### config.mk
export PLATFORM = sky130hd
export DESIGN_NAME = idma_desc64_chan_arb
export DESIGN_NICKNAME = d
export VERILOG_FILES = /design/src/rtl/idma_desc64_chan_arb.sv
export SDC_FILE = /design/constraint.sdc
export NUM_CORES = 1
export LEC_CHECK = 0
export CORE_UTILIZATION = 40
export CTS_CLUSTER_DIAMETER = 40
export DETAILED_ROUTE_END_ITERATION = 8
export GPL_ROUTABILITY_DRIVEN = 0
export GPL_TIMING_DRIVEN = 0
export MAX_ROUTING_LAYER = met4
export PLACE_DENSITY_LB_ADDON = 0.25
export SLEW_MARGIN = 30
export SYNTH_ARGS = -nofsm -noshare
export SYNTH_HDL_FRONTEND = slang
export SYNTH_SLANG_ARGS = --single-unit
### constraint.sdc
create_clock -name clk_i -period 4.4 [get_ports clk_i]
set_clock_uncertainty 0.15 [all_clocks]
set_input_delay 0.88 -clock clk_i [delete_from_list [all_inputs] [get_ports clk_i]]
set_output_delay 0.88 -clock clk_i [all_outputs]
set_load 0.01 [all_outputs]
### src/rtl/idma_desc64_chan_arb.sv
// Shares one iDMA backend among NumChannels descriptor front-ends and routes responses back in order.
// Define IDMA_CHAN_ARB_FIXED_PRIO_EN to select fixed lowest-index priority instead of round-robin.
module idma_desc64_chan_arb #(
  parameter int unsigned NumChannels  = 2,
  parameter int unsigned RspFifoDepth = 8,
  parameter type         idma_req_t   = logic,
  parameter type         idma_rsp_t   = logic,
  parameter int unsigned ChIdxWidth   = $clog2(NumChannels),
  parameter int unsigned CntWidth     = $clog2(RspFifoDepth + 1)
) (
  input  logic                                  clk_i,
  input  logic                                  rst_ni,
  input  idma_req_t [NumChannels-1:0]           ch_req_i,
  input  logic      [NumChannels-1:0]           ch_req_valid_i,
  output logic      [NumChannels-1:0]           ch_req_ready_o,
  output idma_rsp_t [NumChannels-1:0]           ch_rsp_o,
  output logic      [NumChannels-1:0]           ch_rsp_valid_o,
  input  logic      [NumChannels-1:0]           ch_rsp_ready_i,
  output idma_req_t                             be_req_o,
  output logic                                  be_req_valid_o,
  input  logic                                  be_req_ready_i,
  input  idma_rsp_t                             be_rsp_i,
  input  logic                                  be_rsp_valid_i,
  output logic                                  be_rsp_ready_o,
  input  logic                                  be_busy_i,
  output logic      [NumChannels-1:0]           ch_busy_o,
  output logic      [NumChannels-1:0][CntWidth-1:0] ch_outstanding_o,
  output logic                                  rsp_unexpected_o
);

  localparam int unsigned PtrWidth = $clog2(RspFifoDepth);

  typedef logic [ChIdxWidth-1:0] idx_t;
  typedef logic [PtrWidth-1:0]   ptr_t;
  typedef logic [CntWidth-1:0]   cnt_t;

  logic  arb_valid;
  idx_t  arb_idx;
  logic  lock_q;
  idx_t  lock_idx_q;
  logic  gnt_any;
  idx_t  gnt_idx;
  logic  req_hs;
  logic  rsp_hs;

  idx_t  route_mem [RspFifoDepth];
  ptr_t  wr_ptr_q, rd_ptr_q;
  cnt_t  fifo_cnt_q;
  logic  fifo_full, fifo_empty;
  idx_t  head_idx;

  logic [NumChannels-1:0][CntWidth-1:0] cnt_d, cnt_q;

`ifdef IDMA_CHAN_ARB_FIXED_PRIO_EN
  // Lowest valid index wins; descending scan leaves the lowest as the final assignment.
  always_comb begin
    arb_valid = 1'b0;
    arb_idx   = '0;
    for (int i = NumChannels - 1; i >= 0; i--) begin
      if (ch_req_valid_i[i]) begin
        arb_valid = 1'b1;
        arb_idx   = ChIdxWidth'(i);
      end
    end
  end
`else
  idx_t rr_q;

  // Round-robin search from rr_q; descending offset scan keeps the nearest candidate.
  always_comb begin
    arb_valid = 1'b0;
    arb_idx   = '0;
    for (int k = NumChannels - 1; k >= 0; k--) begin
      if (ch_req_valid_i[(int'(rr_q) + k) % int'(NumChannels)]) begin
        arb_valid = 1'b1;
        arb_idx   = ChIdxWidth'((int'(rr_q) + k) % int'(NumChannels));
      end
    end
  end

  always_ff @(posedge clk_i or negedge rst_ni) begin
    if (!rst_ni) begin
      rr_q <= '0;
    end else if (req_hs) begin
      rr_q <= (gnt_idx == ChIdxWidth'(NumChannels - 1)) ? '0 : gnt_idx + ChIdxWidth'(1);
    end
  end
`endif

  assign gnt_any        = lock_q | arb_valid;
  assign gnt_idx        = lock_q ? lock_idx_q : arb_idx;
  assign fifo_full      = (fifo_cnt_q == CntWidth'(RspFifoDepth));
  assign fifo_empty     = (fifo_cnt_q == '0);
  assign be_req_o       = ch_req_i[gnt_idx];
  assign be_req_valid_o = gnt_any & ~fifo_full;
  assign req_hs         = be_req_valid_o & be_req_ready_i;

  always_comb begin
    ch_req_ready_o = '0;
    ch_req_ready_o[gnt_idx] = gnt_any & be_req_ready_i & ~fifo_full;
  end

  // Freeze the grant while the backend stalls an offered request.
  always_ff @(posedge clk_i or negedge rst_ni) begin
    if (!rst_ni) begin
      lock_q     <= 1'b0;
      lock_idx_q <= '0;
    end else if (req_hs) begin
      lock_q     <= 1'b0;
    end else if (be_req_valid_o) begin
      lock_q     <= 1'b1;
      lock_idx_q <= gnt_idx;
    end
  end

  assign head_idx       = route_mem[rd_ptr_q];
  assign be_rsp_ready_o = ~fifo_empty & ch_rsp_ready_i[head_idx];
  assign rsp_hs         = be_rsp_valid_i & be_rsp_ready_o;
  assign ch_rsp_o       = {NumChannels{be_rsp_i}};

  always_comb begin
    ch_rsp_valid_o = '0;
    if (!fifo_empty) ch_rsp_valid_o[head_idx] = be_rsp_valid_i;
  end

  always_ff @(posedge clk_i) begin
    if (req_hs) route_mem[wr_ptr_q] <= gnt_idx;
  end

  always_ff @(posedge clk_i or negedge rst_ni) begin
    if (!rst_ni) begin
      wr_ptr_q         <= '0;
      rd_ptr_q         <= '0;
      fifo_cnt_q       <= '0;
      rsp_unexpected_o <= 1'b0;
    end else begin
      if (req_hs) wr_ptr_q <= wr_ptr_q + PtrWidth'(1);
      if (rsp_hs) rd_ptr_q <= rd_ptr_q + PtrWidth'(1);
      fifo_cnt_q <= fifo_cnt_q + CntWidth'(req_hs) - CntWidth'(rsp_hs);
      if (fifo_empty && be_rsp_valid_i) rsp_unexpected_o <= 1'b1;
    end
  end

  // Per-channel outstanding counters and busy flags.
  always_comb begin
    cnt_d     = cnt_q;
    ch_busy_o = '0;
    for (int i = 0; i < int'(NumChannels); i++) begin
      cnt_d[i] = cnt_q[i]
               + CntWidth'(req_hs && (gnt_idx == ChIdxWidth'(i)))
               - CntWidth'(rsp_hs && (head_idx == ChIdxWidth'(i)));
      ch_busy_o[i] = ch_req_valid_i[i] | (cnt_q[i] != '0) | (be_busy_i & (cnt_q[i] != '0));
    end
  end

  always_ff @(posedge clk_i or negedge rst_ni) begin
    if (!rst_ni) cnt_q <= '0;
    else         cnt_q <= cnt_d;
  end

  assign ch_outstanding_o = cnt_q;

endmodule

==> results of run 1 <==
final cells by class:
type,instances,area (um^2),share of cell area
sequential,30,790.8,0.3666
inverter,22,82.58,0.03828
timing repair buffer,29,285.3,0.1323
clock inverter,3,40.04,0.01856
tap,50,62.56,0.02900
buffer,2,15.01,0.006961
multi-input combinational,88,812.0,0.3764
clock buffer,5,68.82,0.03190
how the worst min path moves through the flow:
stage,start,cells after the start,to,slack (ps)
finish,rsp_unexpected_o$_DFFE_PN0P_,1,rsp_unexpected_o$_DFFE_PN0P_,320
global route,rsp_unexpected_o$_DFFE_PN0P_,1,rsp_unexpected_o$_DFFE_PN0P_,350
CTS,rsp_unexpected_o$_DFFE_PN0P_,1,rsp_unexpected_o$_DFFE_PN0P_,330
detailed placement,rsp_unexpected_o$_DFFE_PN0P_,1,rsp_unexpected_o$_DFFE_PN0P_,310
global placement,rsp_unexpected_o$_DFFE_PN0P_,1,rsp_unexpected_o$_DFFE_PN0P_,300
floorplan,rr_q$_DFFE_PN0P_,1,rr_q$_DFFE_PN0P_,300
through the flow:
| stage | cell area, um^2 | hold slack (ps) |
|---|---|---|
| 2_1_floorplan | 1695 | 300.4 |
| 3_3_place_gp | 2048 | 303.2 |
| 3_5_place_dp | 2048 | 311.3 |
| 4_1_cts | 2157 | 326.7 |
| 5_1_grt | 2157 | 352.0 |
| 6_report | 2157 | 324.0 |
report_power, final:
group          leakage, nW  switching [mW]  internal [mW]
clock network       0.0579           0.106          0.166
registers            0.331           0.102          0.420
logic                0.599           0.375          0.421
kinds of logic (layout without fill, tap and decap cells):
family          Yosys count  in the layout
compound gates           13             13
xor+xnor                 10             10
fa+ha+maj                21             21
buf+inv                  24             61
flops                    30             30
mux                       9              9
simple gates             35             35
worst max-delay path, cell delays in order:
cell	delay (ps)
clkdlybuf4s50_1	560
inv_1	70
o31ai_2	630
mux2_2	410
clkdlybuf4s50_1	470
per-layer routing:
| layer | vias up | wire length [um] | track usage |
|---|---|---|---|
| met1 | 565 | 1366 | 0.1810 |
| met2 | 27 | 1623 | 0.2825 |
| li1 | 555 | - | - |
| met4 | 0 | 47 | 0.07713 |
| met5 | - | 0 | - |
| met3 | 4 | 151 | 0.05651 |
state kept, by name (all words and copies together), names as in the netlist:
register	cells
ch_outstanding_o	8
route_mem	8
fifo_cnt_q	4
rd_ptr_q	3
wr_ptr_q	3
lock_idx_q	1
lock_q	1
rr_q	1
rsp_unexpected_o	1
cells in the final DEF, fill, tap and decap left out, types with 4 or more instances in the layout:
cell type and instances:
clkbuf_8 5, xor2_1 7, nor3_1 4, edfxtp_1 8, dfrtp_1 22, nand2_1 8, a21o_1 4, ha_1 18
nor2_1 7, inv_1 22, clkdlybuf4s50_1 28, a21oi_1 4
==> impl_metrics.py, run 1 <==
metrics = {
    "placement": {
        "hpwl_um": 2448,
        "dp_slack_ps": 354.0,
        "dp_cells": 221,
        "port_buffers": 29,
    },
    "cts": {
        "htree_levels": 2,
        "clock-sinks": 30,
        "cts_buffers": 5,
        "path_clk_slew_ps": 70,
        "postCtsSetupBuffers": 0,
        "clock-root-buffer": "clkbuf_8",
        "clockBufferDepth": 2,
        "cts_tree": "done",
        "cts_resized": 0,
        "postCtsHoldBufs": 0,
        "insertion_delay_ps": 280,
    },
    "setup_path": {
        "r2r_cells": 13,
        "critPathCaptureType": "primary output",
        "r2r_slack_ps": 1300,
        "cp_max_fo": 12,
        "crit_start": "ch_req_valid_i[1]",
        "startpoint_type": "input port",
        "required_ps": 3370,
        "endpoint": "be_req_o",
        "r2r_start": "fifo_cnt_q[2]$_DFF_PN0_",
        "rr_endpoint": "ch_outstanding_o[7]$_DFF_PN0_",
        "path_class": "input port to primary output",
        "worstPathArrival_ps": 3030,
    },
    "synth": {
        "synth_compound_gate_area_share": 0.05904,
        "synth_top_family_by_area": "adder cells",
        "yosysUniqueCellTypes": 30,
        "yosysWarnings": 0,
        "synth_fa_ha_area_frac": 0.1683,
        "synthTopCellsByArea": "dfrtp_1 32%, edfxtp_1 14%, ha_1 13%",
        "synth_top_cell_by_area": "dfrtp_1",
        "syn-num-nets": 175,
        "synthSimpleGateAreaFrac": 0.1100,
        "syn_inst": 142,
        "ys_seq_elements": 30,
        "postSynthAreaPerCell_um2": 11.94,
        "synthesis.area_um2": 1695,
        "yosysSeqAreaShare": 0.4664,
        "synthTopCellsByCount": "22 x dfrtp_1, 22 x inv_1, 18 x ha_1, 8 x edfxtp_1, 8 x nand2_1",
        "async_flop_share": 0.7333,
        "synth_edf_count": 8,
        "muxShareOfSynthArea": 0.08708,
        "synth_xor_area_frac": 0.05166,
        "synth_top_area_share": 0.3247,
        "ys.flop_type": "dfrtp_1",
    },
    "job": {
        "max-cap-violations": 0,
    },
    "floorplan": {
        "die_h_um": 67.11,
        "core_area_um2": 4029,
        "initial_core_util": 0.4208,
        "die_area_um2": 4503,
        "rows": 23,
        "num_io_pins": 32,
        "die_w_um": 67.11,
    },
    "route": {
        "vias": 1151,
        "firstDrtPassIters": 4,
        "ant_nets": 0,
        "wl_per_cell_um": 13.92,
        "viasPerCell": 5.026,
        "drt_iter0_drc": 35,
        "drc": 0,
        "wl_um": 3188,
    },
    "timing": {
        "grt_setup_unrepaired": "no",
        "hold_viol": 0,
        "slew_violations": 0,
        "final.setup.tns_ps": 0,
        "post-route-period-util": 0.9223,
        "relSlewSlack": 0.5386,
        "max_freq_mhz": 246.4,
        "setup_ws_ps": 342.0,
        "tightest_slew_ps": 687.9,
        "setup_violations": 0,
        "layout_min_cycle_time_ps": 4058,
    },
    "grt": {
        "grt_max_degree": 23,
        "grt_use_total": 0.1696,
        "grt_pass1_wl_um": 5257,
        "grt_pass1_vias": 1158,
        "antenna_found_initial": 0,
        "overflow": 0,
    },
    "cells_and_area": {
        "drive_above_1_share": 0.1341,
        "final_cells": 229,
        "final_nets": 211,
        "syn_to_final_growth_pct": 27.23,
        "fillers": 364,
        "diodes": 0,
        "utilization": 0.5354,
    },
    "power": {
        "peakVddDrop_mv": 0.3798,
        "leakagePower_nw": 0.9871,
        "powerDensity_nw_per_um2": 737.3,
        "finalPower_mw": 1.590,
    },
    "hold_path": {
        "hold_path.class": "flop to flop",
    },
    "run_status": {
        "status": "complete, no violations",
    },
}
Note: power is estimated with default switching activity, not from simulation.
==> run 2, diff against run 1 <==
==> constraint.sdc (replaced) <==
create_clock -name clk_i -period 3.85 [get_ports clk_i]
set_clock_uncertainty 0.15 [all_clocks]
set_input_delay 0.77 -clock clk_i [delete_from_list [all_inputs] [get_ports clk_i]]
set_output_delay 0.77 -clock clk_i [all_outputs]
set_load 0.01 [all_outputs]
==> run 2 against run 1 <==
  * Via count is 0.96% higher
  * Sequential power increased by 15%
  * Register-to-register slack worse by 480 ps
  * Critical path depth did not move
  * Flip-flop and latch count unchanged
  * Critical endpoint unchanged
==> impl_metrics.py, run 2 (same netlist as run 1, synthesis figures left out) <==
metrics = {
    "cts": {
        "clockBufferDepth": 2,
        "insertion_delay_ps": 280,
        "path_clk_slew_ps": 70,
        "clock-sinks": 30,
        "cts_buffers": 5,
        "htree_levels": 2,
        "clock-root-buffer": "clkbuf_8",
        "postCtsHoldBufs": 0,
        "cts_tree": "done",
    },
    "timing": {
        "relSlewSlack": 0.6532,
        "tightest_slew_ps": 520.1,
        "hold_viol": 0,
        "setup_ws_ps": 137.1,
        "slew_violations": 0,
        "max_freq_mhz": 269.3,
        "layout_min_cycle_time_ps": 3713,
        "post-route-period-util": 0.9644,
        "setup_violations": 0,
        "hold_slack_ps": 312.3,
        "grt_setup_unrepaired": "no",
        "final.setup.tns_ps": 0,
    },
    "grt": {
        "grt_pass1_vias": 1158,
        "antenna_found_initial": 0,
        "grt_max_degree": 23,
        "grt_pass1_wl_um": 5257,
        "overflow": 0,
        "grt_use_total": 0.1696,
    },
    "route": {
        "viasPerCell": 5.074,
        "vias": 1162,
        "drc": 0,
        "firstDrtPassIters": 4,
        "ant_nets": 0,
        "highest_layer": "met4",
        "wl_met3_um": 144,
        "wl_per_cell_um": 14.02,
        "wl_um": 3210,
        "wl_met1_um": 1387,
        "met2_length_um": 1631,
        "drt_iter0_drc": 28,
    },
    "power": {
        "leakagePower_nw": 0.9917,
        "peakVddDrop_mv": 0.4337,
        "finalPower_mw": 1.826,
        "powerDensity_nw_per_um2": 839.0,
    },
    "floorplan": {
        "die_h_um": 67.11,
        "die_w_um": 67.11,
        "core_area_um2": 4029,
        "die_area_um2": 4503,
        "initial_core_util": 0.4208,
        "num_io_pins": 32,
        "rows": 23,
    },
    "setup_path": {
        "crit_start": "ch_req_valid_i[1]",
        "cp_max_fo": 12,
        "required_ps": 2930,
        "critPathCaptureType": "primary output",
        "path_class": "input port to primary output",
        "r2r_start": "rd_ptr_q[0]$_DFFE_PN0N_",
        "worstPathArrival_ps": 2790,
        "startpoint_type": "input port",
    },
    "cells_and_area": {
        "layout_commonest_cell": "clkdlybuf4s50_1",
        "final_cell_mix": "28 x clkdlybuf4s50_1, 22 x inv_1, 22 x dfrtp_1",
        "syn_to_final_growth_pct": 28.34,
        "drive_above_1_share": 0.1341,
        "utilization": 0.5401,
        "fillers": 363,
        "final_cells": 229,
        "final_nets": 211,
        "diodes": 0,
        "finish.instance_area_um2": 2176,
    },
    "hold_path": {
        "hold_path.class": "input port to asynchronous set/reset pin",
    },
    "placement": {
        "port_buffers": 29,
        "hpwl_um": 2448,
        "place_area_um2": 2048,
        "dp_cells": 221,
        "dp_slack_ps": 23.97,
    },
    "job": {
        "max-cap-violations": 0,
    },
    "run_status": {
        "status": "complete, no violations",
    },
}
-- run 2: critical path, cell delays in order --
cell and delay, ps:
clkdlybuf4s50_1 590, inv_1 110, o31ai_4 460, mux2_2 390
clkdlybuf4s50_1 470
-- run 2: what timing repair did --
item                       in CTS  in global routing
gates resized for setup         0                  2
setup endpoints to repair       0                  3
buffers inserted                0                  0
-- run 2: area by class of cell --
class                   count  area (um^2)  area share
multi-input cells          88        830.8      0.3818
flip-flops and latches     30        790.8      0.3634
repair buffers             29        285.3      0.1311
inverters                  22        82.58     0.03795
clock buffers               5        68.82     0.03163
well taps                  50        62.56     0.02875
clock inverters             3        40.04     0.01840
plain buffers               2        15.01    0.006901
-- run 2: routing by layer --
| metal | up-vias | global-route usage |
|---|---|---|
| met4 | 0 | 0.07713 |
| met5 | - | - |
| met1 | 577 | 0.1810 |
| met3 | 4 | 0.05651 |
| met2 | 26 | 0.2825 |
| li1 | 555 | - |
-- run 2: worst paths after layout --
path	slack (ps)	end	depth (start not counted)
worst min-delay path	310	fifo_cnt_q[2]$_DFF_PN0_	1
worst max-delay path	140	be_req_o	5
min in group clk_i	320	rsp_unexpected_o$_DFFE_PN0P_	1
worst min register to register	320	rsp_unexpected_o$_DFFE_PN0P_	1
max in group asynchronous	2880	ch_outstanding_o[4]$_DFF_PN0_	1
worst max register to register	820	ch_outstanding_o[6]$_DFF_PN0_	9
-- run 2: report_power, final --
part | switching, mW | internal [mW] | leakage (nW) | total, mW
registers | 0.118 | 0.480 | 0.331 | 0.599
logic | 0.433 | 0.485 | 0.603 | 0.918
clock network | 0.119 | 0.190 | 0.0579 | 0.309
total | 0.670 | 1.16 | 0.992 | 1.83
